File: src/rtl/cic_pkg.sv
// Shared definitions for the CIC compensation FIR.
//   state_t        : FSM encoding {IDLE, MAC, ROUND, OUT}
//   COEF_FRAC_DEF  : default coefficient fractional bits (Q5)
//   NTAPS_DEF      : default tap count
//   KERNEL         : 7-tap symmetric inverse-sinc kernel, sums to 32 (DC gain 1)
package cic_pkg;

    typedef enum logic [1:0] {
        IDLE  = 2'd0,
        MAC   = 2'd1,
        ROUND = 2'd2,
        OUT   = 2'd3
    } state_t;

    localparam int COEF_FRAC_DEF = 5;
    localparam int NTAPS_DEF     = 7;
    localparam int COEFW_DEF     = 8;

    // h[k] multiplies x[n-k]; value = h/32.
    localparam logic signed [COEFW_DEF-1:0] KERNEL [NTAPS_DEF] = '{
        -8'sd2, 8'sd4, -8'sd10, 8'sd48, -8'sd10, 8'sd4, -8'sd2
    };

endpackage

File: src/rtl/cic_comp_coef_rom.sv
// Combinational coefficient ROM: tap index -> kernel coefficient.
// Ports:
//   tap   in   TAPW       tap index 0..NTAPS-1
//   coef  out  COEFWIDTH  signed coefficient (0 for out-of-range index)
module cic_comp_coef_rom
    import cic_pkg::*;
#(
    parameter int NTAPS     = NTAPS_DEF,
    parameter int COEFWIDTH = COEFW_DEF,
    parameter int TAPW      = $clog2(NTAPS)
) (
    input  logic        [TAPW-1:0]      tap,
    output logic signed [COEFWIDTH-1:0] coef
);

    always_comb begin
        coef = '0;
        for (int i = 0; i < NTAPS; i++) begin
            if (tap == TAPW'(i)) coef = COEFWIDTH'(KERNEL[i]);
        end
    end

endmodule

File: src/rtl/cic_comp_fir.sv
// CIC compensation FIR: 7-tap symmetric inverse-sinc filter, time-multiplexed
// over a single multiplier/accumulator. One sample is processed per strobe:
// IDLE (accept) -> MAC x NTAPS -> ROUND -> OUT, i.e. NTAPS+3 cycles per sample.
// Optional build macro:
//   CIC_COMP_SAT_EN  defined   : rounded result clamps to the output range
//                    undefined : rounded result wraps to its low INPUTWIDTH bits
// Ports:
//   clk        in   1           clock
//   rst_n      in   1           synchronous reset, active-low
//   in_data    in   INPUTWIDTH  signed sample from the CIC
//   in_valid   in   1           sample strobe
//   out_data   out  INPUTWIDTH  filtered sample, held between strobes
//   out_valid  out  1           one-cycle strobe, out_data new this cycle
//   busy       out  1           sample in flight (FSM not IDLE)
//   overrun    out  1           sticky: a strobe was dropped
module cic_comp_fir
    import cic_pkg::*;
#(
    parameter int INPUTWIDTH = 8,
    parameter int COEFWIDTH  = COEFW_DEF,
    parameter int COEF_FRAC  = COEF_FRAC_DEF,
    parameter int NTAPS      = NTAPS_DEF,
    parameter int ACCWIDTH   = INPUTWIDTH + COEFWIDTH + $clog2(NTAPS)
) (
    input  logic                         clk,
    input  logic                         rst_n,
    input  logic signed [INPUTWIDTH-1:0] in_data,
    input  logic                         in_valid,
    output logic signed [INPUTWIDTH-1:0] out_data,
    output logic                         out_valid,
    output logic                         busy,
    output logic                         overrun
);

    localparam int TAPW  = $clog2(NTAPS);
    localparam int PRODW = INPUTWIDTH + COEFWIDTH;

    localparam logic signed [ACCWIDTH-1:0] HALF = ACCWIDTH'(1 << (COEF_FRAC - 1));
    localparam logic signed [ACCWIDTH-1:0] OMAX = ACCWIDTH'((1 << (INPUTWIDTH - 1)) - 1);
    localparam logic signed [ACCWIDTH-1:0] OMIN = ~OMAX;

    state_t state, state_nxt;

    logic        [TAPW-1:0]       wr_ptr;
    logic        [TAPW-1:0]       k;
    logic        [TAPW-1:0]       rd_ptr;
    logic signed [INPUTWIDTH-1:0] dline [NTAPS];
    logic signed [ACCWIDTH-1:0]   acc;

    logic signed [COEFWIDTH-1:0]  coef;
    logic signed [INPUTWIDTH-1:0] x_rd;
    logic signed [PRODW-1:0]      prod;
    logic signed [ACCWIDTH-1:0]   acc_rnd;
    logic signed [ACCWIDTH-1:0]   r;
    logic signed [INPUTWIDTH-1:0] rnd_out;
    logic                         accept;
    logic                         drop;

    cic_comp_coef_rom #(
        .NTAPS     (NTAPS),
        .COEFWIDTH (COEFWIDTH),
        .TAPW      (TAPW)
    ) u_rom (
        .tap  (k),
        .coef (coef)
    );

    // ---------------- FSM: state register ----------------
    always_ff @(posedge clk) begin
        if (!rst_n) state <= IDLE;
        else        state <= state_nxt;
    end

    // ---------------- FSM: next state ----------------
    always_comb begin
        state_nxt = state;
        case (state)
            IDLE:    if (in_valid) state_nxt = MAC;
            MAC:     if (k == TAPW'(NTAPS - 1)) state_nxt = ROUND;
            ROUND:   state_nxt = OUT;
            OUT:     state_nxt = IDLE;
            default: state_nxt = IDLE;
        endcase
    end

    // ---------------- FSM: outputs ----------------
    // A strobe landing on the OUT->IDLE edge is still seen in OUT, so it drops.
    always_comb begin
        busy   = (state != IDLE);
        accept = (state == IDLE) && in_valid;
        drop   = (state != IDLE) && in_valid;
    end

    // x[n-k] lives at (wr_ptr - k) mod NTAPS; wr_ptr still points at the
    // newest sample because it only advances in OUT.
    always_comb begin
        if (wr_ptr >= k) rd_ptr = wr_ptr - k;
        else             rd_ptr = wr_ptr + TAPW'(NTAPS) - k;
    end

    assign x_rd    = dline[rd_ptr];
    assign prod    = PRODW'(x_rd) * PRODW'(coef);
    assign acc_rnd = acc + HALF;
    assign r       = acc_rnd >>> COEF_FRAC;

    always_comb begin
`ifdef CIC_COMP_SAT_EN
        if (r > OMAX)      rnd_out = OMAX[INPUTWIDTH-1:0];
        else if (r < OMIN) rnd_out = OMIN[INPUTWIDTH-1:0];
        else               rnd_out = r[INPUTWIDTH-1:0];
`else
        rnd_out = r[INPUTWIDTH-1:0];
`endif
    end

    // ---------------- datapath ----------------
    always_ff @(posedge clk) begin
        if (!rst_n) begin
            out_data  <= '0;
            out_valid <= 1'b0;
            overrun   <= 1'b0;
            wr_ptr    <= '0;
            k         <= '0;
            acc       <= '0;
            for (int i = 0; i < NTAPS; i++) dline[i] <= '0;
        end else begin
            out_valid <= 1'b0;
            if (drop) overrun <= 1'b1;
            case (state)
                IDLE: begin
                    if (accept) begin
                        dline[wr_ptr] <= in_data;
                        acc           <= '0;
                        k             <= '0;
                    end
                end
                MAC: begin
                    acc <= acc + ACCWIDTH'(prod);
                    k   <= k + 1'b1;
                end
                // Result registered here so out_valid is high for the OUT cycle.
                ROUND: begin
                    out_data  <= rnd_out;
                    out_valid <= 1'b1;
                end
                OUT: begin
                    wr_ptr <= (wr_ptr == TAPW'(NTAPS - 1)) ? '0 : wr_ptr + 1'b1;
                end
                default: ;
            endcase
        end
    end

endmodule

File: config.mk
export PLATFORM = sky130hd
export DESIGN_NAME = cic_comp_fir
export DESIGN_NICKNAME = d
export VERILOG_FILES = /design/src/rtl/cic_pkg.sv /design/src/rtl/cic_comp_coef_rom.sv /design/src/rtl/cic_comp_fir.sv
export SDC_FILE = /design/constraint.sdc
export NUM_CORES = 1
export LEC_CHECK = 0
export BUFFER_PORTS_ARGS = -buffer_cell sky130_fd_sc_hd__buf_2
export CAP_MARGIN = 40
export CORE_AREA = 2 2 135 111
export DETAILED_ROUTE_END_ITERATION = 8
export DIE_AREA = 0 0 137 113
export PLACE_DENSITY = 0.67
export SLEW_MARGIN = 10
export SYNTH_ARGS = -nofsm -noshare
export SYNTH_HDL_FRONTEND = slang
export SYNTH_HIERARCHICAL = 1
export SYNTH_SLANG_ARGS = --single-unit
File: constraint.sdc
create_clock -name clk -period 6.9 [get_ports clk]
set_input_delay 0.345 -clock clk [delete_from_list [all_inputs] [get_ports clk]]
set_output_delay 0.345 -clock clk [all_outputs]
set_load 0.02 [all_outputs]
* Word level (Yosys, flattened, before mapping)
Memory sizes are Yosys's and may differ from the RTL's.
Index checks and enable logic that the tools add are counted.
** Word-level totals
- Bits in registers :: 37
- RAM bits :: 56
- Output and inout bits :: 11
- Logic and storage cells :: 64
- Memories kept :: 1
** Operators by class
- Add/subtract/negate cells :: 7
- Multipliers :: 1
- $lt $le $gt $ge :: 1
- Equality and inequality tests :: 13
- Muxes and demuxes :: 25
- Reductions and logical operators :: 9
** Memory list
- dline :: depth 7, bits a word 8, read ports 1, clocked after Yosys merged registers in 0, wr ports 7, line cic_comp_fir.sv:47 : logic signed [INPUTWIDTH-1:0] dline [NTAPS];
** Operators with widths (number)
- 8-bit 2-to-1 mux :: 8
- 19-bit case mux with 2 select lines :: 1
- 19-bit by 16-bit adder with 19-bit output :: 1
- 19-bit 2-to-1 mux :: 1
- 8-bit by 8-bit multiplier with 16-bit output :: 1
- 13-bit by 6-bit adder with 13-bit output, second input constant :: 1
- 3-bit equality test, second input constant :: 4
- 3-bit 2-to-1 mux :: 4
- 2-bit case mux with 4 select lines :: 1
- 8-bit OR reduction :: 1
- 1-bit 2-to-1 mux :: 7
- 3-bit by 1-bit adder with 3-bit output, second input constant :: 2
- 3-bit by 2-bit equality test with 1-bit output, second input constant :: 2
- 2-bit inequality test, second input constant :: 3
- 3-bit case mux with 2 select lines :: 1
- 3-bit subtractor :: 2
- 2-bit equality test, second input constant :: 2
- 2-bit 2-to-1 mux :: 2
- 2-bit AND reduction :: 2
- 2-bit nonzero test :: 2
- 3-bit adder, second input constant :: 1
- 3-bit by 1-bit equality test with 1-bit output, second input constant :: 1
- 3-bit >= comparator :: 1
- 3-bit zero test :: 1
- 3 further kinds :: 4

* Logic depth before layout (Yosys ltp)
Gate-level depths: netlist of the first run.
- Word-level depth :: 11
- Gate-level depth with buffers :: 30

* Cells and area by module
Netlist of the first run, hierarchy kept.
** By module, submodules not included
- cic_comp_fir :: times used 1, cells each 625, area each 6861.6 µm², sequential area each 2462.4 µm²
- cic_comp_coef_rom :: times used 1, cells each 11, area each 62.6 µm², sequential area each 0.0 µm²

* Worst setup path after synthesis of the first run
OpenSTA, ideal clock, no wires.
- Path kind :: register to register
- From :: reg wr_ptr[0]
- To :: reg acc[12]
- Setup time :: 0.062 ns
- Arrival :: 6.812 ns
- Data required time :: 6.838 ns
- Slack :: 0.026 ns
- Cell stages (with the launch flop) :: 26
- Period minus slack after synthesis :: 6.874 ns
- Cells stage by stage :: dfxtp_1 > inv_1 > ha_1 > buf_6 > nand2b_4 > a21o_1 > buf_6 > mux2i_4 > mux4_2 > mux2i_2 > nand2_1 > fa_1 > fa_1 > inv_1 > fa_1 > fa_1 > fa_1 > ha_1 > o21ai_1 > a21boi_1 > o21ai_1 > a21oi_1 > xnor2_1 > xnor2_1 > or3_1 > nand3_1
** Between the ends
- Word-level cells in the longest chain between the ends :: 7
- Elaborated cells between the ends (all ways) :: 9
** Ends and longest elaborated chain
- start, declared :: line cic_comp_fir.sv:44 : logic [TAPW-1:0] wr_ptr;
- start signal, assigned :: line cic_comp_fir.sv:147 : wr_ptr <= (wr_ptr == TAPW'(NTAPS - 1)) ? '0 : wr_ptr + 1'b1;
- 3-bit adder :: line cic_comp_fir.sv:98 : else rd_ptr = wr_ptr + TAPW'(NTAPS) - k;
- 3-bit subtractor :: line cic_comp_fir.sv:98
- 3-bit 2-to-1 mux (*) :: line cic_comp_fir.sv:97 : if (wr_ptr >= k) rd_ptr = wr_ptr - k;
- memory read 7 x 8 bit (*)
- 8-bit by 8-bit multiplier with 16-bit output (*) :: line cic_comp_fir.sv:102 : assign prod = PRODW'(x_rd) * PRODW'(coef);
- 19-bit by 16-bit adder with 19-bit output (*) :: line cic_comp_fir.sv:138 : acc <= acc + ACCWIDTH'(prod);
- 19-bit case mux with 2 select lines (*) :: line cic_comp_fir.sv:129 : case (state)
- end signal, assigned :: line cic_comp_fir.sv:138
- end, declared :: line cic_comp_fir.sv:48 : logic signed [ACCWIDTH-1:0] acc;
Mark *: on every way between the ends. The rest lies on a longest branch, timed or not.
A chain may end at the register's enable or synchronous reset.

* Worst setup path in the final report of the first run
Ends and elaborated chain as after synthesis.

==> impl_metrics.toml, run 1 <==
[run_status]
status = "completed"

[yosys]
yosys.area.top_type = "edfxtp_1"
avgSynthCellArea_sq_um = 10.89
synth_area_leaders = "edfxtp_1 24%, fa_1 16%, dfxtp_1 11%"
synthCells = 636
syn_nets = 744
ys_seq_area_frac = 0.3556
synth_cell_types = 61
ys_ff_latch = 95
yosysWarnings = 6
synth.top_cell.area_share = 0.2429
synth_edf_count = 56
syn_area_sq_mm = 0.006924
ys.flop_type = "edfxtp_1"
async_flop_share = 0

[worst_setup_path]
arrival_ns = 6.97
critPathMostFrequentCell = "fa_1"
cp-start-kind = "flip-flop"
crit_path_end_kind = "flip-flop"
cp_max_fo = 8
slowest_delay_ns = 0.61
crit_required_ns = 7.19
critPathKind = "flip-flop to flip-flop"
crit_slowest_cell = "fa_1"

[clock_network]
clk_path_buf_depth = 2
h-tree-depth = 3
numCtsBuffers = 9
root_buffer = "clkbuf_16"
clock_latency_ns = 0.36
cts_tree = "done"
path_clk_slew_ns = 0.08
hold_buffers = 0
cts.sinks = 95

[layout]
nets = 803
layout.cells.most_common_list = "71 x inv_1, 56 x edfxtp_1, 54 x fa_1"
design_area_sq_mm = 0.008095
stdcell_count = 884
drive_gt1_frac = 0.2086
area_growth_pct = 16.91
antenna_cells = 0
final_common_cell = "inv_1"

[sta]
finalWorstPathRequiredPeriod_ns = 6.673
slew_viol_final = 0
hold_viol = 0
skew_ns = 0.01469
worst_slack_ns = 0.2269
tns_ns = 0
period_share = 0.9671
finalSetupViolCount = 0
fmax_mhz = 149.9
relSlewSlack = 0.3920
worst_pin_slew_ns = 0.9087

[min_path]
hp-class = "input port to flip-flop"

[global_routing]
grt_max_degree = 50
grt_pass1_vias = 5019
grt_pass1_wl_um = 26220
overflow = 0
antenna_found_initial = 0
grtUsageTotal = 0.2234

[floorplan]
dieHeight_um = 113
dieArea_sq_mm = 0.01548
pin_count = 22
core-area_sq_mm = 0.01405
rows = 39
start_util = 0.4927
fp.dieW_um = 137

[route]
vias = 4806
ant_nets = 0
wire_per_inst_um = 18.03
drtPass1Iterations = 5
drt-initial-drc-count = 314
drcViolationCount = 0
routed_wl_um = 15940
viasPerCell = 5.437

[place]
place_area_sq_mm = 0.007371
place_congestion = 0.8478
pre_cts_slack_ns = -0.1879
place_hpwl_um = 11850
dp_cells = 848
numPortBuffers = 21

[run]
drv_cap = 0
==> cell usage after synthesis, drive strengths merged (5+ instances only) <==
cell type and number:
a21oi 10, a22oi 11, and2 45, buf 8, clkbuf 15, dfxtp 39, edfxtp 56, fa 56
ha 41, inv 73, mux2i 19, mux4 10, nand2 48, nand2b 17, nand3 11, nor2 30
nor2b 49, nor3 5, o211a 7, o21ai 13, o22a 5, xnor2 22, xor2 5
==> metal layers <==
layer,global-route usage,up-vias,wire length (um)
met5,0,-,0
met4,0.05842,0,367
met3,0.05287,29,1069
met2,0.3493,131,7439
met1,0.3144,2399,7064
li1,-,2247,-
==> logic make-up (layout without fill, tap and decap cells) <==
logic type	count (synthesis)	count (layout)	share of synthesized area
AO/OA/AOI/OAI	69	69	0.07463
XOR/XNOR	27	27	0.03686
adder cells (fa/ha/maj)	97	97	0.2360
buffers and inverters	96	160	0.05710
flip-flops	95	95	0.3556
multiplexers	31	31	0.06776
other	1	1	0.0005416
AND/OR/NAND/NOR	220	220	0.1715
==> critical path, delay by kind of cell, from the launching register on <==
| kind | cells | cell delay, ns |
|---|---|---|
| simple gates | 7 | 1.16 |
| fa+ha+maj | 8 | 3.45 |
| xor+xnor | 2 | 0.29 |
| flops | 1 | 0.32 |
| compound gates | 6 | 0.81 |
| buf+inv | 6 | 0.58 |
==> layout make-up <==
cell class / count / area (sq um)
Multi-Input combinational cell: 445 / 4297
Fill cell: 1181 / 5958
Sequential cell: 95 / 2462
Clock inverter: 7 / 81.33
Inverter: 73 / 274.0
Timing Repair Buffer: 71 / 525.5
Tap cell: 184 / 230.2
Clock buffer: 9 / 225.2
==> sequential cells by signal (all words and copies together), names as in the netlist <==
register,cells
dline,64
acc,13
out_data,8
k,3
wr_ptr,3
state,2
out_valid,1
overrun,1
==> repair_timing <==
| action | in CTS | in global routing |
|---|---|---|
| endpoints found under the setup margin | 2 | 3 |
| pin swaps | 1 | 28 |
| setup buffers | 3 | 17 |
| gates resized for setup | 8 | 33 |
==> per-stage QoR <==
step                      hold WS [ns]  utilization
after floorplan                 0.4776            -
after global placement          0.4625       0.5245
after detailed placement        0.4675       0.5245
after CTS                       0.2709       0.5517
after global routing            0.3240       0.5760
final                           0.2855       0.5760
==> path summary, 6_finish.rpt <==
kind | from | endpoint | slack, ns | cells after the start
worst max register to register | wr_ptr[0] | acc[12] | 0.23 | 29
worst min-delay path | in_valid | overrun | 0.29 | 3
worst max-delay path | wr_ptr[0] | acc[12] | 0.23 | 29
worst min register to register | out_data[5] | out_data[5] | 0.48 | 1
Power of run 1 is not shown: default switching activity piles up to over one toggle a cycle in this logic, so the estimate is an artifact.
==> inputs of run 2 (changes only) <==
--- a/config.mk
+++ b/config.mk
@@ -7,12 +7,11 @@
 export LEC_CHECK = 0
 export BUFFER_PORTS_ARGS = -buffer_cell sky130_fd_sc_hd__buf_2
 export CAP_MARGIN = 40
-export CORE_AREA = 2 2 135 111
+export CORE_AREA = 2 2 132 108
 export DETAILED_ROUTE_END_ITERATION = 8
-export DIE_AREA = 0 0 137 113
-export PLACE_DENSITY = 0.67
+export DIE_AREA = 0 0 134 110
+export PLACE_DENSITY = 0.68
 export SLEW_MARGIN = 10
 export SYNTH_ARGS = -nofsm -noshare
 export SYNTH_HDL_FRONTEND = slang
-export SYNTH_HIERARCHICAL = 1
 export SYNTH_SLANG_ARGS = --single-unit
==> run 2 against run 1 <==
Net effect:
- wire length decreased by 1.7%
- count of clock-buffer cells in the layout is 1 higher
- non-clock buffer count rose by 12
- critical path depth decreased by 2
- critical endpoint unchanged
==> impl_metrics.toml, run 2 <==
[sta]
slew_viol_final = 0
period_share = 0.9818
fmax_mhz = 147.6
relSlewSlack = 0.3894
worst_pin_slew_ns = 0.9159
finalWorstPathRequiredPeriod_ns = 6.775
rsz0062_at_grt = "yes"
finalSetupViolCount = 0
hold_viol = 0
skew_ns = 0.009231
tns_ns = 0
fin_hold_ws_ns = 0.3134

[floorplan]
dieHeight_um = 110
core-area_sq_mm = 0.01336
pin_count = 22
rows = 38
dieArea_sq_mm = 0.01474
fp.dieW_um = 134
start_util = 0.4948

[route]
viasPerCell = 5.338
vias = 4665
ant_nets = 0
drcViolationCount = 0
drt-initial-drc-count = 217
routed_wl_um = 15670
wire_per_inst_um = 17.93
drtPass1Iterations = 4

[yosys]
syn_nets = 718
synth_commonest_cells = "79 x inv_1, 59 x nor2_1, 56 x edfxtp_1"
ys.flop_type = "edfxtp_1"
synth_cell_types = 58
ys_ff_latch = 94
ys_seq_area_frac = 0.3694
synth.top_cell.area_share = 0.2544
synth_area_leaders = "edfxtp_1 25%, fa_1 14%, dfxtp_1 12%"
async_flop_share = 0
yosys.area.top_type = "edfxtp_1"
synth_edf_count = 56
yosysWarnings = 0
avgSynthCellArea_sq_um = 10.80
syn_area_sq_mm = 0.006611
synthCells = 612
yosysMostFrequentCell = "inv_1"

[layout]
largest_reg_flops = 64
antenna_cells = 0
layout.cells.most_common_list = "73 x inv_1, 57 x nor2_1, 57 x buf_4"
drive_gt1_frac = 0.2392
reg.largest.list = "dline x64, acc x12, out_data x8"
area_growth_pct = 19.57
top_register = "dline"
final_common_cell = "inv_1"
design_area_sq_mm = 0.007905
nets = 796
fillers = 1080

[clock_network]
hold_buffers = 0
root_buffer = "clkbuf_16"
clk_path_buf_depth = 2
cts_tree = "done"
clock_latency_ns = 0.36
cts.sinks = 94
numCtsBuffers = 9
h-tree-depth = 3
path_clk_slew_ns = 0.07

[worst_setup_path]
critPathKind = "flip-flop to flip-flop"
arrival_ns = 7.04
crit_required_ns = 7.17
crit_path_end_kind = "flip-flop"
cp-start-kind = "flip-flop"
cp_max_fo = 5

[global_routing]
overflow = 0
grt_pass1_wl_um = 25990
grt_max_degree = 38
antenna_found_initial = 0
grtUsageTotal = 0.2354
grt_pass1_vias = 4981

[run_status]
status = "completed"

[place]
place_hpwl_um = 11660
numPortBuffers = 21
place_congestion = 0.8394
place_area_sq_mm = 0.007323

[run]
drv_cap = 0

[min_path]
hp-class = "input port to flip-flop"
run 2: worst max-delay path: stages (launching register included):
cell and delay (ns):
dfxtp_4 0.36, inv_2 0.05, ha_4 0.15, fa_2 0.36
or3b_4 0.26, o2111ai_4 0.13, nor3b_4 0.19, buf_6 0.14
buf_4 0.16, mux2i_1 0.11, a22o_1 0.25, a211oi_4 0.33
buf_4 0.18, buf_4 0.11, nor2b_1 0.16, fa_1 0.45
fa_1 0.51, fa_1 0.45, fa_1 0.49, ha_1 0.30
ha_1 0.35, nand2_1 0.10, o21ai_2 0.07, o41ai_2 0.32
xnor2_1 0.21, xnor2_1 0.13, xnor2_1 0.13, o32ai_1 0.25
run 2: final timing paths:
| kind | start | to | slack [ns] | depth (start not counted) |
|---|---|---|---|---|
| max | k[0] | acc[12] | 0.13 | 27 |
| min | in_data[6] | dline[6][6] | 0.31 | 3 |
| max reg2reg | k[0] | acc[12] | 0.13 | 27 |
| min reg2reg | overrun | overrun | 0.48 | 2 |
run 2: timing repair:
item	4_1_cts	5_1_grt
setup buffers	5	3
endpoints found under the setup margin	4	4
hold endpoints to repair	0	0
pin swaps	26	29
cloned	1	0
gates resized for setup	15	27
run 2: logic make-up (layout without fill, tap and decap cells):
kind of cell,after synthesis,count (layout),synth area share
XOR/XNOR,26,26,0.03558
adder cells (fa/ha/maj),95,95,0.2309
AND/OR/NAND/NOR,203,203,0.1660
flip-flops,94,94,0.3694
AO/OA/AOI/OAI,63,64,0.07116
buffers and inverters,97,178,0.05658
multiplexers,34,34,0.07040
run 2: final cells by class:
type	instances	area [sq um]	area share
Inverter	80	300.3	0.03799
Clock inverter	5	67.56	0.008547
Multi-Input combinational cell	422	4040	0.5111
Sequential cell	94	2447	0.3096
Timing Repair Buffer	83	585.6	0.07407
Tap cell	180	225.2	0.02849
Clock buffer	10	239.0	0.03023
run 2: through the flow:
step,std cells,setup slack (ns),util
5_1_grt,874,-0.2495,0.5917
3_5_place_dp,851,-0.3657,0.5481
4_1_cts,871,0.01704,0.5826
2_1_floorplan,612,0.0005511,-
3_3_place_gp,846,-0.2083,0.5457
6_report,874,0.1254,0.5917
run 2: metal layers:
layer	part of all wire	routed length, um	global-route usage
met2	0.48	7580	0.3985
met1	0.44	6860	0.3080
met3	0.055	867	0.04070
met4	0.023	362	0.08663
met5	0	0	0
Power of run 2 is left out for the same reason.
==> inputs of run 3 (changes only) <==
--- a/config.mk
+++ b/config.mk
@@ -10,7 +10,8 @@
 export CORE_AREA = 2 2 132 108
 export DETAILED_ROUTE_END_ITERATION = 8
 export DIE_AREA = 0 0 134 110
-export PLACE_DENSITY = 0.68
+export HOLD_SLACK_MARGIN = 0.1
+export PLACE_DENSITY = 0.66
 export SLEW_MARGIN = 10
 export SYNTH_ARGS = -nofsm -noshare
 export SYNTH_HDL_FRONTEND = slang
==> constraint.sdc (replaced) <==
create_clock -name clk -period 7.2 [get_ports clk]
set_input_delay 0.36 -clock clk [delete_from_list [all_inputs] [get_ports clk]]
set_output_delay 0.36 -clock clk [all_outputs]
set_load 0.02 [all_outputs]
==> run 3 against run 2 <==
Net effect:
- clock skew down 0.0016 ns
- global-route usage down 1.3 points
- count of clock-buffer cells in the layout unchanged
- core utilization down 1.6 points
- final area down 2.7%
- non-clock buffer count down 13
- sequential share of layout area up 0.83 points
- first-iteration DRC count up 16%
- critical path depth down 1
- wire length down 5.8%
- worst setup slack better by 0.20 ns
==> impl_metrics.toml, run 3 (synthesis gave the netlist of run 2 again) <==
[layout]
multiInputGateArea_sq_mm = 0.003923
final_common_cell = "inv_1"
layout.cells.most_common_list = "77 x inv_1, 57 x nor2_1, 56 x edfxtp_1"
reg.largest.list = "dline x64, acc x12, out_data x8"
postLayoutCoreUtil = 0.5756
area_growth_pct = 16.31
nets = 782
drive_gt1_frac = 0.2026
seq_area_sq_mm = 0.002445
largest_reg_flops = 64
top_register = "dline"
antenna_cells = 0
fillers = 1091

[global_routing]
grtUsageTotal = 0.2229
antenna_found_initial = 0
grt_max_degree = 38
grt_pass1_wl_um = 24950
grt_pass1_vias = 4779
overflow = 0

[sta]
skew_ns = 0.007596
slew_viol_final = 0
fmax_mhz = 145.4
worst_pin_slew_ns = 0.9174
finalWorstPathRequiredPeriod_ns = 6.878
hold_viol = 0
period_share = 0.9552
finalSetupViolCount = 0
relSlewSlack = 0.3862
rsz0062_at_grt = "no"

[floorplan]
core-area_sq_mm = 0.01336
dieHeight_um = 110
rows = 38
pin_count = 22
dieArea_sq_mm = 0.01474
start_util = 0.4948
fp.dieW_um = 134

[clock_network]
root_buffer = "clkbuf_16"
clk_path_buf_depth = 2
cts_tree = "done"
clock_latency_ns = 0.35
h-tree-depth = 3
numCtsBuffers = 9
cts.sinks = 94
hold_buffers = 0
path_clk_slew_ns = 0.07

[worst_setup_path]
crit_path_end_kind = "flip-flop"
crit_required_ns = 7.46
cp_max_fo = 6
arrival_ns = 7.13
cp-start-kind = "flip-flop"
critPathKind = "flip-flop to flip-flop"

[route]
ant_nets = 0
viasPerCell = 5.305
drcViolationCount = 0
wire_per_inst_um = 17.15
vias = 4568
drtPass1Iterations = 5
routed_wl_um = 14770
drt-initial-drc-count = 251

[run]
drv_cap = 0

[place]
place_hpwl_um = 11140
place_congestion = 0.8526
numPortBuffers = 21

[min_path]
hp-class = "input port to flip-flop"

[run_status]
status = "completed"
-- run 3: changes by cell type in the layout (fill, tap and decap cells not counted), moves of 3 or more --
| cell | delta |
|---|---|
| inv_1 | +4 |
| ha_4 | -5 |
| ha_1 | +3 |
| buf_4 | -16 |
| inv_2 | -4 |
-- run 3: area by class of cell --
type,count,area share
sequential,94,0.3179
timing repair buffer,70,0.06817
clock buffer,10,0.02978
multi-input combinational,421,0.5101
tap,180,0.02929
clock inverter,6,0.005695
inverter,80,0.03905
-- run 3: metal layers --
layer | vias to the layer above | part of all wire | track usage
met5 | - | 0 | 0
li1 | 2196 | - | -
met3 | 22 | 0.052 | 0.04893
met1 | 2246 | 0.47 | 0.3029
met2 | 104 | 0.46 | 0.3656
met4 | 0 | 0.015 | 0.06079
-- run 3: worst paths after layout --
path | from | endpoint | slack (ns) | cells past startpoint
setup / recovery | wr_ptr[0] | acc[12] | 0.32 | 26
hold / removal | in_data[2] | dline[6][2] | 0.32 | 3
setup reg to reg | wr_ptr[0] | acc[12] | 0.32 | 26
hold reg to reg | out_data[1] | out_data[1] | 0.49 | 2
-- run 3: repair_timing --
item	in CTS	in global routing
setup endpoints to repair	1	2
gates cloned	0	1
resized for setup	9	24
pin swaps	3	18
buffers inserted	1	12
-- run 3: critical path: stages, from the launching register on --
cell	delay, ns
dfxtp_1	0.36
inv_1	0.07
ha_1	0.30
and2b_2	0.26
o211ai_1	0.26
a21boi_4	0.27
buf_12	0.15
mux4_2	0.53
mux2i_4	0.18
nor2_2	0.08
fa_1	0.52
inv_1	0.06
fa_1	0.52
inv_1	0.05
fa_1	0.46
fa_1	0.55
inv_1	0.05
fa_1	0.50
inv_1	0.06
ha_4	0.26
a21oi_4	0.16
o21ai_2	0.09
o41ai_2	0.30
xnor2_1	0.23
xnor2_1	0.13
xnor2_1	0.14
o32ai_1	0.24
-- run 3: metrics by stage --
step                      worst slack (ns)  TNS [ns]  hold WS (ns)  cells  instance area (sq um)
after floorplan                    0.03986         0        0.4554    612                   6611
after global placement             0.07880         0        0.4634    827                   7126
after detailed placement           -0.1914   -0.1914        0.4809    831                   7148
after CTS                          0.01780         0        0.3174    848                   7478
after global routing              0.009263         0        0.3628    861                   7690
final                               0.3224         0        0.3208    861                   7690
Power of run 3 is left out for the same reason.
